==> src/rtl/id_ex_stage_if.sv <==
// ID/EX pipeline bundle: decoded ID-slot fields and flush in, EX-slot copies and load-use stall out.
interface id_ex_stage_if #(
   parameter int unsigned XLEN  = 32,
   parameter int unsigned CNT_W = 16
);
   logic             id_valid;
   logic [7:0]       id_ctrl;
   logic [3:0]       id_funct;
   logic [XLEN-1:0]  id_pc;
   logic [4:0]       id_rs1;
   logic [4:0]       id_rs2;
   logic [4:0]       id_rd;
   logic [XLEN-1:0]  id_rs1_data;
   logic [XLEN-1:0]  id_rs2_data;
   logic [XLEN-1:0]  id_imm;
   logic             flush;

   logic             ex_valid;
   logic [7:0]       ex_ctrl;
   logic [3:0]       ex_funct;
   logic [XLEN-1:0]  ex_pc;
   logic [XLEN-1:0]  ex_rs1_data;
   logic [XLEN-1:0]  ex_rs2_data;
   logic [XLEN-1:0]  ex_imm;
   logic [4:0]       ex_rs1;
   logic [4:0]       ex_rs2;
   logic [4:0]       ex_rd;
   logic             stall;
   logic [CNT_W-1:0] stall_count;

   modport master (
      output id_valid, id_ctrl, id_funct, id_pc, id_rs1, id_rs2, id_rd,
             id_rs1_data, id_rs2_data, id_imm, flush,
      input  ex_valid, ex_ctrl, ex_funct, ex_pc, ex_rs1_data, ex_rs2_data,
             ex_imm, ex_rs1, ex_rs2, ex_rd, stall, stall_count
   );

   modport slave (
      input  id_valid, id_ctrl, id_funct, id_pc, id_rs1, id_rs2, id_rd,
             id_rs1_data, id_rs2_data, id_imm, flush,
      output ex_valid, ex_ctrl, ex_funct, ex_pc, ex_rs1_data, ex_rs2_data,
             ex_imm, ex_rs1, ex_rs2, ex_rd, stall, stall_count
   );
endinterface

==> src/rtl/id_ex_stage.sv <==
// ID/EX pipeline register with load-use hazard detection, bubble insertion and a saturating stall counter.
module id_ex_stage #(
   parameter int unsigned XLEN  = 32,
   parameter int unsigned CNT_W = 16
) (
   input logic          clk,
   input logic          reset,
   id_ex_stage_if.slave bus
);
   // id_ctrl bit positions
   localparam int unsigned C_REGWRITE = 0;
   localparam int unsigned C_ALUSRC   = 1;
   localparam int unsigned C_MEMWRITE = 2;
   localparam int unsigned C_MEMTOREG = 3;
   localparam int unsigned C_MEMREAD  = 4;
   localparam int unsigned C_BRANCH   = 5;

   logic             ex_valid_q,    ex_valid_d;
   logic [7:0]       ex_ctrl_q,     ex_ctrl_d;
   logic [3:0]       ex_funct_q,    ex_funct_d;
   logic [XLEN-1:0]  ex_pc_q,       ex_pc_d;
   logic [XLEN-1:0]  ex_rs1_data_q, ex_rs1_data_d;
   logic [XLEN-1:0]  ex_rs2_data_q, ex_rs2_data_d;
   logic [XLEN-1:0]  ex_imm_q,      ex_imm_d;
   logic [4:0]       ex_rs1_q,      ex_rs1_d;
   logic [4:0]       ex_rs2_q,      ex_rs2_d;
   logic [4:0]       ex_rd_q,       ex_rd_d;
   logic [CNT_W-1:0] stall_count_q, stall_count_d;

   logic rs1_use, rs2_use, hazard, load;

   // Load in EX whose destination is a source the ID instruction actually reads
   always_comb begin
      rs1_use = bus.id_valid & (bus.id_ctrl[C_REGWRITE] | bus.id_ctrl[C_MEMWRITE] |
                                bus.id_ctrl[C_BRANCH]);
      rs2_use = bus.id_valid & (~bus.id_ctrl[C_ALUSRC] | bus.id_ctrl[C_MEMWRITE]);
      hazard  = ex_valid_q & ex_ctrl_q[C_MEMREAD] & (ex_rd_q != 5'd0) &
                ((rs1_use & (bus.id_rs1 == ex_rd_q)) | (rs2_use & (bus.id_rs2 == ex_rd_q)));
   end

   assign bus.stall = hazard & ~bus.flush & ~reset;
   assign load      = bus.id_valid & ~bus.flush & ~hazard;

   // Next EX slot: bubble unless a clean load; count only stall-induced bubbles
   always_comb begin
      ex_valid_d    = 1'b0;
      ex_ctrl_d     = '0;
      ex_funct_d    = '0;
      ex_pc_d       = '0;
      ex_rs1_data_d = '0;
      ex_rs2_data_d = '0;
      ex_imm_d      = '0;
      ex_rs1_d      = '0;
      ex_rs2_d      = '0;
      ex_rd_d       = '0;
      stall_count_d = stall_count_q;
      if (bus.stall) begin
         if (stall_count_q != '1) stall_count_d = stall_count_q + CNT_W'(1);
      end else if (load) begin
         ex_valid_d              = 1'b1;
         ex_ctrl_d               = bus.id_ctrl;
         // MemtoReg is don't-care from the decoder when nothing is written back
         ex_ctrl_d[C_MEMTOREG]   = bus.id_ctrl[C_MEMTOREG] & bus.id_ctrl[C_REGWRITE];
         ex_funct_d              = bus.id_funct;
         ex_pc_d                 = bus.id_pc;
         ex_rs1_data_d           = bus.id_rs1_data;
         ex_rs2_data_d           = bus.id_rs2_data;
         ex_imm_d                = bus.id_imm;
         ex_rs1_d                = bus.id_rs1;
         ex_rs2_d                = bus.id_rs2;
         ex_rd_d                 = bus.id_rd;
      end
   end

   always_ff @(posedge clk) begin
      if (reset) begin
         ex_valid_q    <= 1'b0;
         ex_ctrl_q     <= '0;
         ex_funct_q    <= '0;
         ex_pc_q       <= '0;
         ex_rs1_data_q <= '0;
         ex_rs2_data_q <= '0;
         ex_imm_q      <= '0;
         ex_rs1_q      <= '0;
         ex_rs2_q      <= '0;
         ex_rd_q       <= '0;
         stall_count_q <= '0;
      end else begin
         ex_valid_q    <= ex_valid_d;
         ex_ctrl_q     <= ex_ctrl_d;
         ex_funct_q    <= ex_funct_d;
         ex_pc_q       <= ex_pc_d;
         ex_rs1_data_q <= ex_rs1_data_d;
         ex_rs2_data_q <= ex_rs2_data_d;
         ex_imm_q      <= ex_imm_d;
         ex_rs1_q      <= ex_rs1_d;
         ex_rs2_q      <= ex_rs2_d;
         ex_rd_q       <= ex_rd_d;
         stall_count_q <= stall_count_d;
      end
   end

   assign bus.ex_valid    = ex_valid_q;
   assign bus.ex_ctrl     = ex_ctrl_q;
   assign bus.ex_funct    = ex_funct_q;
   assign bus.ex_pc       = ex_pc_q;
   assign bus.ex_rs1_data = ex_rs1_data_q;
   assign bus.ex_rs2_data = ex_rs2_data_q;
   assign bus.ex_imm      = ex_imm_q;
   assign bus.ex_rs1      = ex_rs1_q;
   assign bus.ex_rs2      = ex_rs2_q;
   assign bus.ex_rd       = ex_rd_q;
   assign bus.stall_count = stall_count_q;
endmodule
==> src/flat_wrapper.sv <==
// flat-port wrapper written by rule: the top's interface ports become plain ports
module id_ex_stage_flat 
#(
   parameter int unsigned XLEN  = 32,
   parameter int unsigned CNT_W = 16
)
  (clk, reset, bus_id_valid, bus_id_ctrl, bus_id_funct, bus_id_pc, bus_id_rs1, bus_id_rs2, bus_id_rd, bus_id_rs1_data, bus_id_rs2_data, bus_id_imm, bus_flush, bus_ex_valid, bus_ex_ctrl, bus_ex_funct, bus_ex_pc, bus_ex_rs1_data, bus_ex_rs2_data, bus_ex_imm, bus_ex_rs1, bus_ex_rs2, bus_ex_rd, bus_stall, bus_stall_count);
  id_ex_stage_if #(.XLEN(XLEN), .CNT_W(CNT_W)) bus_i ();
  input logic clk;
  input logic reset;
  input wire logic [$bits(bus_i.id_valid)-1:0] bus_id_valid;
  input wire logic [$bits(bus_i.id_ctrl)-1:0] bus_id_ctrl;
  input wire logic [$bits(bus_i.id_funct)-1:0] bus_id_funct;
  input wire logic [$bits(bus_i.id_pc)-1:0] bus_id_pc;
  input wire logic [$bits(bus_i.id_rs1)-1:0] bus_id_rs1;
  input wire logic [$bits(bus_i.id_rs2)-1:0] bus_id_rs2;
  input wire logic [$bits(bus_i.id_rd)-1:0] bus_id_rd;
  input wire logic [$bits(bus_i.id_rs1_data)-1:0] bus_id_rs1_data;
  input wire logic [$bits(bus_i.id_rs2_data)-1:0] bus_id_rs2_data;
  input wire logic [$bits(bus_i.id_imm)-1:0] bus_id_imm;
  input wire logic [$bits(bus_i.flush)-1:0] bus_flush;
  output wire logic [$bits(bus_i.ex_valid)-1:0] bus_ex_valid;
  output wire logic [$bits(bus_i.ex_ctrl)-1:0] bus_ex_ctrl;
  output wire logic [$bits(bus_i.ex_funct)-1:0] bus_ex_funct;
  output wire logic [$bits(bus_i.ex_pc)-1:0] bus_ex_pc;
  output wire logic [$bits(bus_i.ex_rs1_data)-1:0] bus_ex_rs1_data;
  output wire logic [$bits(bus_i.ex_rs2_data)-1:0] bus_ex_rs2_data;
  output wire logic [$bits(bus_i.ex_imm)-1:0] bus_ex_imm;
  output wire logic [$bits(bus_i.ex_rs1)-1:0] bus_ex_rs1;
  output wire logic [$bits(bus_i.ex_rs2)-1:0] bus_ex_rs2;
  output wire logic [$bits(bus_i.ex_rd)-1:0] bus_ex_rd;
  output wire logic [$bits(bus_i.stall)-1:0] bus_stall;
  output wire logic [$bits(bus_i.stall_count)-1:0] bus_stall_count;
  assign bus_i.id_valid = bus_id_valid;
  assign bus_i.id_ctrl = bus_id_ctrl;
  assign bus_i.id_funct = bus_id_funct;
  assign bus_i.id_pc = bus_id_pc;
  assign bus_i.id_rs1 = bus_id_rs1;
  assign bus_i.id_rs2 = bus_id_rs2;
  assign bus_i.id_rd = bus_id_rd;
  assign bus_i.id_rs1_data = bus_id_rs1_data;
  assign bus_i.id_rs2_data = bus_id_rs2_data;
  assign bus_i.id_imm = bus_id_imm;
  assign bus_i.flush = bus_flush;
  assign bus_ex_valid = bus_i.ex_valid;
  assign bus_ex_ctrl = bus_i.ex_ctrl;
  assign bus_ex_funct = bus_i.ex_funct;
  assign bus_ex_pc = bus_i.ex_pc;
  assign bus_ex_rs1_data = bus_i.ex_rs1_data;
  assign bus_ex_rs2_data = bus_i.ex_rs2_data;
  assign bus_ex_imm = bus_i.ex_imm;
  assign bus_ex_rs1 = bus_i.ex_rs1;
  assign bus_ex_rs2 = bus_i.ex_rs2;
  assign bus_ex_rd = bus_i.ex_rd;
  assign bus_stall = bus_i.stall;
  assign bus_stall_count = bus_i.stall_count;
  id_ex_stage #(.XLEN(XLEN), .CNT_W(CNT_W)) u_core (.clk(clk), .reset(reset), .bus(bus_i));
endmodule
==> config.mk <==
export PLATFORM = sky130hd
export DESIGN_NAME = id_ex_stage_flat
export DESIGN_NICKNAME = d
export VERILOG_FILES = /design/src/rtl/id_ex_stage_if.sv /design/src/rtl/id_ex_stage.sv /design/src/flat_wrapper.sv
export SDC_FILE = /design/constraint.sdc
export NUM_CORES = 1
export LEC_CHECK = 0
export BUFFER_PORTS_ARGS = -buffer_cell sky130_fd_sc_hd__buf_2
export CAP_MARGIN = 20
export CORE_AREA = 2 2 129 131
export DETAILED_ROUTE_END_ITERATION = 6
export DIE_AREA = 0 0 131 133
export PLACE_DENSITY_LB_ADDON = 0.2
export SYNTH_ARGS = -nofsm -noshare
export SYNTH_HDL_FRONTEND = slang
export SYNTH_SLANG_ARGS = --single-unit
==> constraint.sdc <==
create_clock -name clk -period 3.5 [get_ports clk]
set_input_delay 0.35 -clock clk [delete_from_list [all_inputs] [get_ports clk]]
set_output_delay 0.35 -clock clk [all_outputs]
set_load 0.02 [all_outputs]
-- Word level (Yosys, flattened, before mapping)
Index checks and enable logic that the tools add are counted.
- output and inout port bits: 173
- flip-flop bits (word level): 172
- bits of input ports: 159
- logic and storage cells: 41
- bitwise logic cells: 21
- add/subtract/negate cells: 1
- multiplexer cells: 1
- reduce and logical (&&, ||, !) cells: 4
- eq/ne operators: 3
- operator list (operator ; count):
    16-bit by 1-bit adder with 16-bit output (second input constant) ; 1
    16-bit inequality test (second input constant) ; 1
    1-bit AND ; 12
    5-bit == test ; 2
    1-bit NOT ; 5
    5-bit nonzero test ; 1
    1-bit OR ; 4
    3-bit OR reduction ; 1
    2-bit AND reduction ; 1
    2-bit OR reduction ; 1
    1-bit two-way mux ; 1

-- Logic depth before layout (Yosys ltp)
Gate-level depths: netlist of the first run.
- depth after elaboration: 10
- gate-level depth with buffers: 8
- mapped depth without buffers: 6

-- Worst setup path after synthesis of the first run
OpenSTA, ideal clock, no wires.
- path type: flip-flop to flip-flop
- start: register u_core.stall_count_q[0] (netlist: u_core.bus.stall_count[0])
- end: register u_core.stall_count_q[10] (netlist: u_core.bus.stall_count[10])
- period minus slack after synthesis: 2156 ps
- data arrival time: 2035 ps
- data required time: 3379 ps
- cell stages (with the launch flop): 9
- setup slack: 1344 ps
- buffers on the path: 2
- library setup time: 121 ps
- path through: dfxtp_1 > ha_1 > nand3_1 > or4_1 > clkbuf_1 > nand2_2 > buf_4 > nor4_1 > mux2_2
- word-level cells in the longest chain between the ends: 2
- elaborated cells on any way between the ends: 3
- classes of those cells: add/sub: 1; eq/ne: 1; reduce/logical: 1
- ends and longest elaborated chain (element ; RTL line ; RTL):
    start, declared ; id_ex_stage.sv:28 ; logic [CNT_W-1:0] stall_count_q, stall_count_d;
    start signal, assigned ; id_ex_stage.sv:99 ; stall_count_q <= stall_count_d;
    parallel branches: the longest is 2 deep, another holds 16-bit by 1-bit adder with 16-bit output ; n/a ;
Several ways; the timed one is not identified.
A chain may end at the register's enable or synchronous reset.

-- Worst setup path in the final report of the first run
- start: register u_core.ex_rd_q[3] (netlist: u_core.bus.ex_rd[3])
- end: output port bus_stall
- word-level cells in the longest chain between the ends: 6
- elaborated cells on any way between the ends: 10
- classes of those cells: eq/ne: 2; bitwise: 7; reduce/logical: 1
- ends and longest elaborated chain (element ; RTL line ; RTL):
    start, declared ; id_ex_stage.sv:27 ; logic [4:0] ex_rd_q, ex_rd_d;
    start signal, assigned ; id_ex_stage.sv:98 ; ex_rd_q <= ex_rd_d;
    5-bit == test ; id_ex_stage.sv:38 ; ((rs1_use & (bus.id_rs1 == ex_rd_q)) | (rs2_use & (bus.id_rs2 == ex_rd_q)));
    1-bit AND ; id_ex_stage.sv:38 ;
    1-bit OR ; id_ex_stage.sv:38 ;
    1-bit AND * ; id_ex_stage.sv:37 ; hazard = ex_valid_q & ex_ctrl_q[C_MEMREAD] & (ex_rd_q != 5'd0) &
    1-bit AND * (2 in series) ; id_ex_stage.sv:41 ; assign bus.stall = hazard & ~bus.flush & ~reset;
    end, declared ; flat_wrapper.sv:32 ; output wire logic [$bits(bus_i.stall)-1:0] bus_stall;
Mark *: on every way between the ends. The rest lies on a longest branch, timed or not.

==> run_results.csv, run 1 <==
group,metric,value,unit
status,status,"complete, no violations",
route,via_per_inst,4.23,
setup_path,max_stage_delay,0.73,ns
global_routing,grt_max_degree,53,
floorplanning,initial_core_util,0.322,
power,power_density,548,nW/um2
sta,hold_violations,0,
global_routing,antenna_found_initial,1,
yosys,synth-seq-cells,172,
sta,slew_headroom,0.470,
floorplanning,die_h,133,um
yosys,synthesis.nets,622,
route,wl_per_cell,14.6,um
clock_tree,clkTransAtPathRegs,0.06,ns
setup_path,cp.arrival,2.13,ns
sta,min_period,2.48,ns
sta,max_freq,403,MHz
floorplanning,die_area,17400,um2
yosys,synth_area_leader_cell,"dfxtp_1",
yosys,synth.distinct_cells,32,
route,antenna_left,0,
clock_tree,cts-hold-fix-buffers,0,
clock_tree,h-tree-depth,4,
placement,portBuffers,331,
sta,setup-violations-final,0,
flow_run,max_cap_viol_count,0,
placement,pre_cts_ws,1.05,ns
yosys,ys_seq_area_frac,0.660,
placement,placed_cells_incl_taps,993,
setup_path,crit_type,"reg -> out",
setup_path,path_max_fanout,28,
floorplanning,rows,47,
sta,worst_slack,1.02,ns
sta,holdWs,0.126,ns
sta,worstMarginPinSlew,0.795,ns
clock_tree,cts_tree,"yes",
yosys,syn_inst,462,
final_layout,finalNonFillerCells,1025,
global_routing,grt_pass1_vias,4466,
setup_path,crit_family,"compound AO/OA/AOI/OAI gates",
floorplanning,core,16200,um2
setup_path,crit_buf_inv,1,
sta,skew,0.00885,ns
floorplanning,die_width,131,um
setup_path,cp-end-kind,"output port",
setup_path,rr_startpoint,"u_core.bus.ex_rd[1]$_SDFF_PP0_",
worst_hold_path,min_from,"bus_id_pc[18]",
yosys,ys_warn_count,0,
global_routing,gr-total-overflow,0,
yosys,syn_area_per_cell,11.3,um2
worst_hold_path,hold_path.class,"in -> reg",
final_layout,nets,952,
yosys,synth-main-ff-cell,"dfxtp_1",
clock_tree,postCtsSetupRepairBufs,0,
final_layout,drive_above_1_share,0.459,
floorplanning,io_pins,332,
clock_tree,root_buffer,"clkbuf_16",
route,drtPass1Iterations,4,
final_layout,area_delta_synth_final,47.7,%
route,drc,0,
placement,place_hpwl,11.6,mm
clock_tree,clock_latency,0.41,ns
setup_path,crit_chain,"xnor2_1, o31ai_1, o22a_1, nor2_1, buf_2",
placement,place_congestion,0.808,
yosys,synth_area_leaders,"dfxtp_1, and2_1, xnor2_1",
global_routing,grt_pass1_wl,22.5,mm
setup_path,start_kind,"flip-flop",
yosys,synth-edff-count,0,
final_layout,fin_util,0.476,
clock_tree,cts.sinks,172,
power,vdd_drop_max,0.308,mV
setup_path,critPathSlowestCell,"o22a_1",
route,wl,14.9,mm
setup_path,startpoint,"u_core.bus.ex_rd[3]$_SDFF_PP0_",
global_routing,track_usage,0.170,
yosys,synth_top_area_frac,0.660,
route,vias,4337,
power,cellLeakagePower,3.86,nW
clock_tree,cts_resized,0,
sta,timing.final.crit_share,0.709,
clock_tree,clock_tree.buffer_depth,2,
sta,rsz0062_at_grt,"false",
sta,tns,0,ns
setup_path,required,3.15,ns
route,drt_iter0_drc,208,
yosys,synthesis.area,5220,um2
clock_tree,numCtsBuffers,17,
yosys,ys_async_sr_fraction,0,
sta,slew_violations,0,
==> sequential cells by signal, indices dropped and copies added, names as in the netlist, 4 cells and up <==
signal and cells:
u_core.bus.ex_funct 4, u_core.bus.ex_ctrl 8, u_core.bus.ex_rs1 5, u_core.bus.ex_rs2_data 32, u_core.bus.stall_count 16, u_core.bus.ex_rs1_data 32, u_core.bus.ex_pc 32, u_core.bus.ex_rd 5
u_core.bus.ex_rs2 5, u_core.bus.ex_imm 32
==> cells in the final DEF, fill, tap and decap left out, drive strengths merged, types with 2 or more instances in the layout <==
master	count
buf	335
dfxtp	172
and2	155
clkbuf	23
a21oi	14
xnor2	10
nor2	10
nand2	10
nand4	9
or4	8
o31ai	7
o21ai	7
nand3	7
or3	6
and3	3
nor2b	3
nor4	3
mux2	3
bufinv	3
inv	3
clkinv	2
a211oi	2
==> worst reg2reg max path, cell delays in order, from the launching register on <==
cell	delay (ns)
dfxtp_1	0.36
nor3_1	0.49
and2_1	0.22
nor2_1	0.07
a21oi_4	0.62
buf_4	0.38
and2_1	0.16
==> per-stage QoR <==
step	power, W	cell area (um2)
finish	0.00422	7700
global route	0.00437	7700
CTS	0.00427	7700
detailed placement	0.00234	7100
global placement	0.00234	7100
floorplan	0.00219	5220
==> per-layer routing <==
metal | vias to the layer above | track usage | wire (um)
li1 | 2161 | - | -
met1 | 1968 | 0.176 | 5420
met2 | 191 | 0.300 | 7710
met3 | 17 | 0.0728 | 1480
met4 | 0 | 0.0686 | 306
met5 | - | 0 | 0
==> final cells by class <==
cell class | instances | area [um2]
fill | 1574 | 8470
sequential | 172 | 3440
timing repair buffer | 335 | 1700
multi-input combinational | 265 | 1680
clock buffer | 23 | 468
tap | 220 | 275
clock inverter | 8 | 133
inverter | 1 | 3.75
antenna | 1 | 2.50
==> synth_stat cells, drive strengths merged, types with 4 or more instances <==
cell type / count
clkbuf: 20
or3: 6
or4: 8
nand4: 9
a21oi: 14
nor2: 10
o21ai: 7
nand2: 10
nand3: 7
xnor2: 10
buf: 4
dfxtp: 172
and2: 155
o31ai: 7
==> power breakdown <==
group	total (W)	leakage, nW	switching (W)	internal, W
combinational	0.000273	2.17	0.000145	0.000128
clock	0.00193	0.288	0.000761	0.00117
sequential	0.00202	1.40	0.0000132	0.00200
total	0.00422	3.86	0.000920	0.00330
==> path summary, 6_finish.rpt <==
| check | end | slack [ns] | cells after the start |
|---|---|---|---|
| max | bus_stall | 1.02 | 5 |
| min | u_core.bus.ex_pc[18]$_SDFF_PP0_ | 0.13 | 2 |
| max reg2reg | u_core.bus.ex_ctrl[7]$_SDFF_PP0_ | 1.15 | 6 |
| min reg2reg | u_core.bus.stall_count[15]$_SDFFE_PP0P_ | 0.53 | 2 |
==> cell families (layout without fill, tap and decap cells) <==
| kind of cell | Yosys count | after routing | share of synthesized area |
|---|---|---|---|
| buffers and inverters | 25 | 367 | 0.0197 |
| xor gates and xnor gates | 10 | 10 | 0.0168 |
| AOI/OAI and AO/OA | 33 | 33 | 0.0401 |
| and+or+nand+nor | 218 | 218 | 0.254 |
| DFF | 172 | 172 | 0.660 |
| muxes | 3 | 3 | 0.00648 |
| adders and majority gates | 1 | 1 | 0.00240 |
| other | 0 | 1 | 0 |
Power figures use the tool's default switching activity.
==> run 2, diff against run 1 <==
--- a/config.mk
+++ b/config.mk
@@ -5,11 +5,12 @@
 export SDC_FILE = /design/constraint.sdc
 export NUM_CORES = 1
 export LEC_CHECK = 0
+export ABC_AREA = 1
 export BUFFER_PORTS_ARGS = -buffer_cell sky130_fd_sc_hd__buf_2
 export CAP_MARGIN = 20
-export CORE_AREA = 2 2 129 131
+export CORE_MARGIN = 2
+export CORE_UTILIZATION = 35
 export DETAILED_ROUTE_END_ITERATION = 6
-export DIE_AREA = 0 0 131 133
 export PLACE_DENSITY_LB_ADDON = 0.2
 export SYNTH_ARGS = -nofsm -noshare
 export SYNTH_HDL_FRONTEND = slang
==> constraint.sdc (replaced) <==
create_clock -name clk -period 2.35 [get_ports clk]
set_input_delay 0.235 -clock clk [delete_from_list [all_inputs] [get_ports clk]]
set_output_delay 0.235 -clock clk [all_outputs]
set_load 0.02 [all_outputs]
==> run 2 against run 1 <==
Final cell count up 23%; power increased by 46%; highest routed layer is now met5; combinational power up 68%; worst setup slack worse by 0.71 ns.
==> run_results.csv, run 2 <==
group,metric,value,unit
floorplanning,die_area,16900,um2
final_layout,finalNonFillerCells,1263,
worst_hold_path,hold_path.class,"in -> reg",
setup_path,crit_chain,"inv_2, nand2_1, nand2_1, nor2_1, nand3_1, nand2_2, nand3_4, inv_1, buf_2",
yosys,synth_adder_area_share,0.00225,
setup_path,cp-end-kind,"output port",
clock_tree,clock_tree.buffer_depth,2,
route,drc,0,
yosys,syn_area_per_cell,8.04,um2
final_layout,fillCellCount,1578,
global_routing,busiest_layer,"met2",
setup_path,crit-reg2reg-capture,"u_core.bus.ex_rd[1]$_SDFF_PP0_",
sta,max_freq,489,MHz
yosys,synthMuxAreaShare,0,
global_routing,grt_max_degree,52,
setup_path,crit_type,"reg -> out",
sta,timing.final.crit_share,0.870,
setup_path,reg2reg_slack,0.47,ns
yosys,synthesis.area,5570,um2
final_layout,area_delta_synth_final,44.5,%
yosys,synth.distinct_cells,24,
route,via_per_inst,3.92,
yosys,synth-seq-cells,172,
yosys,ys_async_sr_fraction,0,
placement,place_congestion,0.769,
yosys,ys_seq_area_frac,0.618,
floorplanning,io_pins,332,
route,drtPass1Iterations,4,
global_routing,grt_util_met1,0.175,
yosys,synthSimpleGateAreaFrac,0.221,
global_routing,track_usage,0.174,
yosys,synth_compound_gate_area_share,0.00831,
sta,hold_violations,0,
setup_path,crit_family,"simple AND/OR/NAND/NOR gates",
yosys,synth-edff-count,0,
route,wl,14.8,mm
route,vias,4946,
placement,placed_cells_incl_taps,1226,
global_routing,grt_pass1_vias,4672,
clock_tree,cts_tree,"yes",
global_routing,globalRouteMet3Util,0.0890,
global_routing,gr-total-overflow,0,
setup_path,path_common_cell,"nand2_1",
setup_path,worstRegToRegCells,10,
flow_run,max_cap_viol_count,0,
yosys,synthTopCellsByCount,"nor2_1, inv_1, dfxtp_1, nand2_1",
yosys,synth_top_area_frac,0.618,
yosys,synthesis.nets,853,
status,status,"complete, no violations",
power,cellLeakagePower,4.86,nW
power,fin_total_pwr,0.00616,W
setup_path,startpoint,"u_core.bus.ex_rd[0]$_SDFF_PP0_",
setup_path,crit_end,"bus_stall",
setup_path,rr_startpoint,"u_core.bus.ex_rd[0]$_SDFF_PP0_",
global_routing,antenna_found_initial,3,
global_routing,grt_use_met2,0.308,
sta,worstMarginPinSlew,0.492,ns
setup_path,cp_num_cells,9,
yosys,synth_area_leader_cell,"dfxtp_1",
floorplanning,rows,46,
yosys,synth-main-ff-cell,"dfxtp_1",
setup_path,required,2.12,ns
clock_tree,root_buffer,"clkbuf_16",
route,antenna_left,0,
yosys,synth_top_family_by_area,"simple AND/OR/NAND/NOR gates",
clock_tree,numCtsBuffers,17,
final_layout,multi_input_area,1320,um2
yosys,syn_inst,693,
route,wl_per_cell,11.7,um
yosys,synth_area_leaders,"dfxtp_1, nor2_1, inv_1",
yosys,ys_warn_count,0,
final_layout,layout_commonest_cell,"buf_2",
power,power_density,765,nW/um2
final_layout,layout_common_cells,"buf_2, nor2_1, inv_1, dfxtp_1, nand2_1",
sta,rsz0062_at_grt,"false",
placement,place_hpwl,11.3,mm
placement,portBuffers,331,
clock_tree,clkTransAtPathRegs,0.07,ns
yosys,synth_xor_area_frac,0.00157,
global_routing,grt_pass1_wl,22.3,mm
sta,setup-violations-final,0,
final_layout,nets,1193,
setup_path,max_stage_delay,0.38,ns
final_layout,fin_util,0.513,
setup_path,critPathSlowestCell,"dfxtp_1",
clock_tree,h-tree-depth,4,
clock_tree,clock_latency,0.42,ns
setup_path,crit_buf_inv,3,
setup_path,cp.arrival,1.81,ns
floorplanning,initial_core_util,0.355,
sta,min_period,2.04,ns
final_layout,ff_latch_area,3440,um2
floorplanning,die_h,130,um
final_layout,drive_above_1_share,0.360,
sta,skew,0.00736,ns
route,drt_iter0_drc,153,
setup_path,start_kind,"flip-flop",
yosys,yosys.cell_count.top_type,"nor2_1",
floorplanning,core,15700,um2
floorplanning,die_width,130,um
clock_tree,postCtsSetupRepairBufs,0,
sta,tns,0,ns
clock_tree,cts.sinks,172,
sta,slew_violations,0,
sta,slew_headroom,0.672,
setup_path,path_max_fanout,10,
power,vdd_drop_max,0.516,mV
-- run 2: worst min path at each step --
| stage | from | end | slack (ns) | depth (start not counted) |
|---|---|---|---|---|
| floorplan | bus_id_ctrl[0] | u_core.bus.ex_ctrl[0]$_SDFF_PP0_ | 0.35 | 2 |
| global placement | bus_id_pc[16] | u_core.bus.ex_pc[16]$_SDFF_PP0_ | 0.45 | 3 |
| detailed placement | bus_id_ctrl[4] | u_core.bus.ex_ctrl[4]$_SDFF_PP0_ | 0.45 | 3 |
| CTS | bus_id_funct[0] | u_core.bus.ex_funct[0]$_SDFF_PP0_ | 0.00002 | 3 |
| global route | bus_id_pc[3] | u_core.bus.ex_pc[3]$_SDFF_PP0_ | 0.003 | 3 |
| finish | bus_id_pc[4] | u_core.bus.ex_pc[4]$_SDFF_PP0_ | 0.02 | 3 |
-- run 2: kinds of logic (layout without fill, tap and decap cells) --
group                    count (synthesis)  after routing
XOR/XNOR                                 1              1
buffers and inverters                  201            552
AND/OR/NAND/NOR                        310            310
other                                    0              3
adder cells (fa/ha/maj)                  1              1
AO/OA/AOI/OAI                            8              8
flip-flops                             172            172
-- run 2: worst reg2reg max path, cell delays in order, from the launching register on --
cell,delay (ns)
dfxtp_1,0.38
inv_2,0.07
nand2_1,0.06
nand2_1,0.06
nor2_1,0.14
nand3_1,0.11
nand2_2,0.15
nand2_1,0.11
nand3_4,0.30
buf_12,0.28
nor2_1,0.11
-- run 2: metrics by stage --
stage,hold slack [ns],cell area (um2),setup WS [ns]
after global placement,0.446,7440,0.453
after detailed placement,0.453,7440,0.413
after global routing,0.00343,8050,0.0526
after CTS,0.0000210,8040,0.165
final,0.0221,8050,0.306
after floorplan,0.347,5570,0.704
-- run 2: power breakdown --
group	internal, W	total (W)	leakage (nW)	switching, W
Combinational	0.000196	0.000460	3.20	0.000264
Clock	0.00152	0.00270	0.269	0.00118
Sequential	0.00299	0.00300	1.40	0.0000171
Total	0.00470	0.00616	4.86	0.00146
-- run 2: routing by layer --
metal	part of all wire	up-vias	wire length [um]
li1	-	2625	-
met1	0.37	2105	5510
met2	0.50	194	7370
met3	0.11	20	1680
met4	0.018	2	260
met5	0.0011	-	16
-- run 2: layout make-up --
class,instances,share of cell area
timing repair buffer,339,0.219
inverter,183,0.0853
sequential,172,0.428
clock buffer,19,0.0562
antenna,3,0.000932
clock inverter,11,0.0137
multi-input combinational,320,0.164
tap,216,0.0336
-- run 2: timing repair --
item	in CTS	in global routing
resized for setup	0	1
setup endpoints to repair	0	1
hold endpoints to repair	4	0
hold buffers	4	0
==> run 3, diff against run 2 <==
--- a/config.mk
+++ b/config.mk
@@ -9,7 +9,8 @@
 export BUFFER_PORTS_ARGS = -buffer_cell sky130_fd_sc_hd__buf_2
 export CAP_MARGIN = 20
 export CORE_MARGIN = 2
-export CORE_UTILIZATION = 35
+export CORE_UTILIZATION = 30
+export CTS_CLUSTER_SIZE = 16
 export DETAILED_ROUTE_END_ITERATION = 6
 export PLACE_DENSITY_LB_ADDON = 0.2
 export SYNTH_ARGS = -nofsm -noshare
==> constraint.sdc (replaced) <==
create_clock -name clk -period 2.2 [get_ports clk]
set_input_delay 0.22 -clock clk [delete_from_list [all_inputs] [get_ports clk]]
set_output_delay 0.22 -clock clk [all_outputs]
set_load 0.02 [all_outputs]
==> run 3 against run 2 <==
First-iteration DRC count is 14% lower; core utilization is 0.50 points higher; critical path depth stayed put; clock skew is 0.0013 ns higher.
==> run_results.csv, run 3 (synthesis gave the netlist of run 2 again) <==
group,metric,value,unit
route,wl,17.2,mm
worst_hold_path,worst_hold_path.endpoint,"u_core.bus.ex_rs1_data[4]$_SDFF_PP0_",
global_routing,globalRouteMet3Util,0.0790,
floorplanning,rows,49,
setup_path,required,1.98,ns
setup_path,crit_buf_inv,3,
setup_path,cp.arrival,1.80,ns
setup_path,crit-reg2reg-capture,"u_core.bus.ex_pc[24]$_SDFF_PP0_",
worst_hold_path,holdPathStages,3,
power,power_frac_comb,0.099,
setup_path,crit_type,"reg -> out",
sta,tns,0,ns
power,p_sw_frac,0.248,
setup_path,cp-end-kind,"output port",
global_routing,grt_pass1_wl,26.7,mm
sta,worst_slack,0.176,ns
power,power.switching,0.00171,W
clock_tree,cts_tree,"yes",
final_layout,area_delta_synth_final,68.0,%
setup_path,crit_chain,"inv_2, nand2_1, nand2_1, nor2_1, nand3_1, nand2_4, nand3_4, inv_1, buf_2",
power,internal-power,0.00518,W
setup_path,rr_startpoint,"u_core.bus.ex_rd[3]$_SDFF_PP0_",
sta,skew,0.00862,ns
placement,placed_cells_incl_taps,1240,
flow_run,max_cap_viol_count,0,
setup_path,path_max_fanout,10,
final_layout,layout_common_cells,"buf_2, nor2_1, inv_1, dfxtp_1, dlygate4sd3_1",
clock_tree,clock_latency,0.42,ns
sta,max_freq,494,MHz
sta,holdWs,0.0153,ns
setup_path,path_common_cell,"nand2_1",
placement,place_hpwl,11.9,mm
global_routing,grt_use_met2,0.298,
clock_tree,root_buffer,"clkbuf_16",
route,drc,0,
sta,slew_violations,0,
clock_tree,clkTransAtPathRegs,0.07,ns
route,wl_per_cell,12.2,um
worst_hold_path,hold_path.class,"in -> reg",
setup_path,reg2reg_slack,0.40,ns
clock_tree,numCtsBuffers,17,
floorplanning,initial_core_util,0.308,
placement,pre_cts_ws,0.384,ns
sta,worstMarginPinSlew,0.497,ns
status,status,"complete, no violations",
route,antenna_left,0,
sta,slew_headroom,0.669,
power,vdd_drop_max,0.521,mV
setup_path,start_kind,"flip-flop",
route,drtPass1Iterations,4,
floorplanning,die_area,19700,um2
final_layout,finalNonFillerCells,1403,
setup_path,max_stage_delay,0.41,ns
power,pwr-share-clk,0.435,
global_routing,antenna_found_initial,4,
sta,timing.final.crit_share,0.920,
global_routing,grt_pass1_vias,5498,
setup_path,critPathSlowestCell,"dfxtp_1",
power,p_seq_frac,0.466,
final_layout,drive_above_1_share,0.324,
global_routing,grt_util_met1,0.181,
floorplanning,core,18100,um2
final_layout,layout_commonest_cell,"buf_2",
global_routing,track_usage,0.172,
global_routing,busiest_layer,"met2",
clock_tree,cts.sinks,172,
placement,place_congestion,0.783,
setup_path,crit_family,"simple AND/OR/NAND/NOR gates",
sta,min_period,2.02,ns
floorplanning,die_width,140,um
global_routing,grt_max_degree,66,
global_routing,gr-total-overflow,0,
final_layout,nets,1319,
final_layout,multi_input_area,1320,um2
sta,rsz0062_at_grt,"false",
route,drt_iter0_drc,131,
sta,setup-violations-final,0,
route,via_per_inst,3.93,
final_layout,ff_latch_area,3440,um2
clock_tree,postCtsSetupRepairBufs,0,
worst_hold_path,min_from,"bus_id_rs1_data[4]",
power,cellLeakagePower,5.41,nW
power,power_density,736,nW/um2
floorplanning,io_pins,332,
setup_path,worstRegToRegCells,10,
clock_tree,clock_tree.buffer_depth,2,
sta,hold_violations,0,
final_layout,fillCellCount,1724,
placement,portBuffers,331,
route,vias,5511,
floorplanning,die_h,140,um
clock_tree,h-tree-depth,4,
==> run 3: cell types whose count changed in the layout (fill, tap and decap cells not counted), sizes merged <==
cell,delta
buf,+1
clkbuf,-1
diode,-1
dlygate4sd3,+125
inv,+3
==> run 3: per-layer routing <==
layer / routed length (um) / vias to the layer above
met5: 27 / -
met4: 382 / 4
met3: 1710 / 37
met2: 8460 / 216
met1: 6590 / 2381
li1: - / 2873
==> run 3: what timing repair did <==
item                                    4_1_cts  5_1_grt
endpoints found under the setup margin        1        1
resized for setup                             1        2
hold buffers                                129        0
endpoints found under the hold margin       129        0
==> run 3: area by class of cell <==
type	count	area share
antenna	2	0.000535
clock buffer	18	0.0469
clock inverter	14	0.0162
inverter	183	0.0734
multi-input combinational	320	0.141
sequential	172	0.368
tap	229	0.0306
timing repair buffer	465	0.323
==> run 3: power groups by stage <==
| stage | sequential [W] | clock, W | combinational (W) |
|---|---|---|---|
| after CTS | 0.00321 | 0.00310 | 0.000681 |
| final | 0.00321 | 0.00300 | 0.000682 |
| after global routing | 0.00321 | 0.00322 | 0.000748 |
| after detailed placement | 0.00328 | 0 | 0.000497 |
| after floorplan | 0.00338 | 0 | 0.000148 |
| after global placement | 0.00328 | 0 | 0.000496 |
==> run 3: through the flow <==
| stage | utilization | total power, W | instance area (um2) |
|---|---|---|---|
| global placement | 0.412 | 0.00377 | 7460 |
| CTS | 0.517 | 0.00699 | 9350 |
| finish | 0.518 | 0.00689 | 9360 |
| floorplan | - | 0.00353 | 5570 |
| global route | 0.518 | 0.00718 | 9360 |
| detailed placement | 0.412 | 0.00378 | 7460 |
==> run 3: worst min-delay path, cell delays in order <==
cell    delay (ns)
buf_2         0.10
inv_1         0.04
nor2_1        0.03
==> run 3: worst max path at each step <==
stage / startpoint / endpoint / slack (ns) / depth (start not counted)
floorplan: u_core.bus.stall_count[1]$_SDFFE_PP0P_ / u_core.bus.stall_count[1]$_SDFFE_PP0P_ / 0.55 / 8
global placement: u_core.bus.ex_rd[3]$_SDFF_PP0_ / u_core.bus.ex_pc[5]$_SDFF_PP0_ / 0.42 / 10
detailed placement: u_core.bus.ex_rd[0]$_SDFF_PP0_ / u_core.bus.ex_pc[24]$_SDFF_PP0_ / 0.38 / 10
CTS: u_core.bus.ex_rd[0]$_SDFF_PP0_ / bus_stall / 0.08 / 9
global route: u_core.bus.ex_rd[3]$_SDFF_PP0_ / bus_stall / 0.004 / 9
finish: u_core.bus.ex_rd[3]$_SDFF_PP0_ / bus_stall / 0.18 / 9
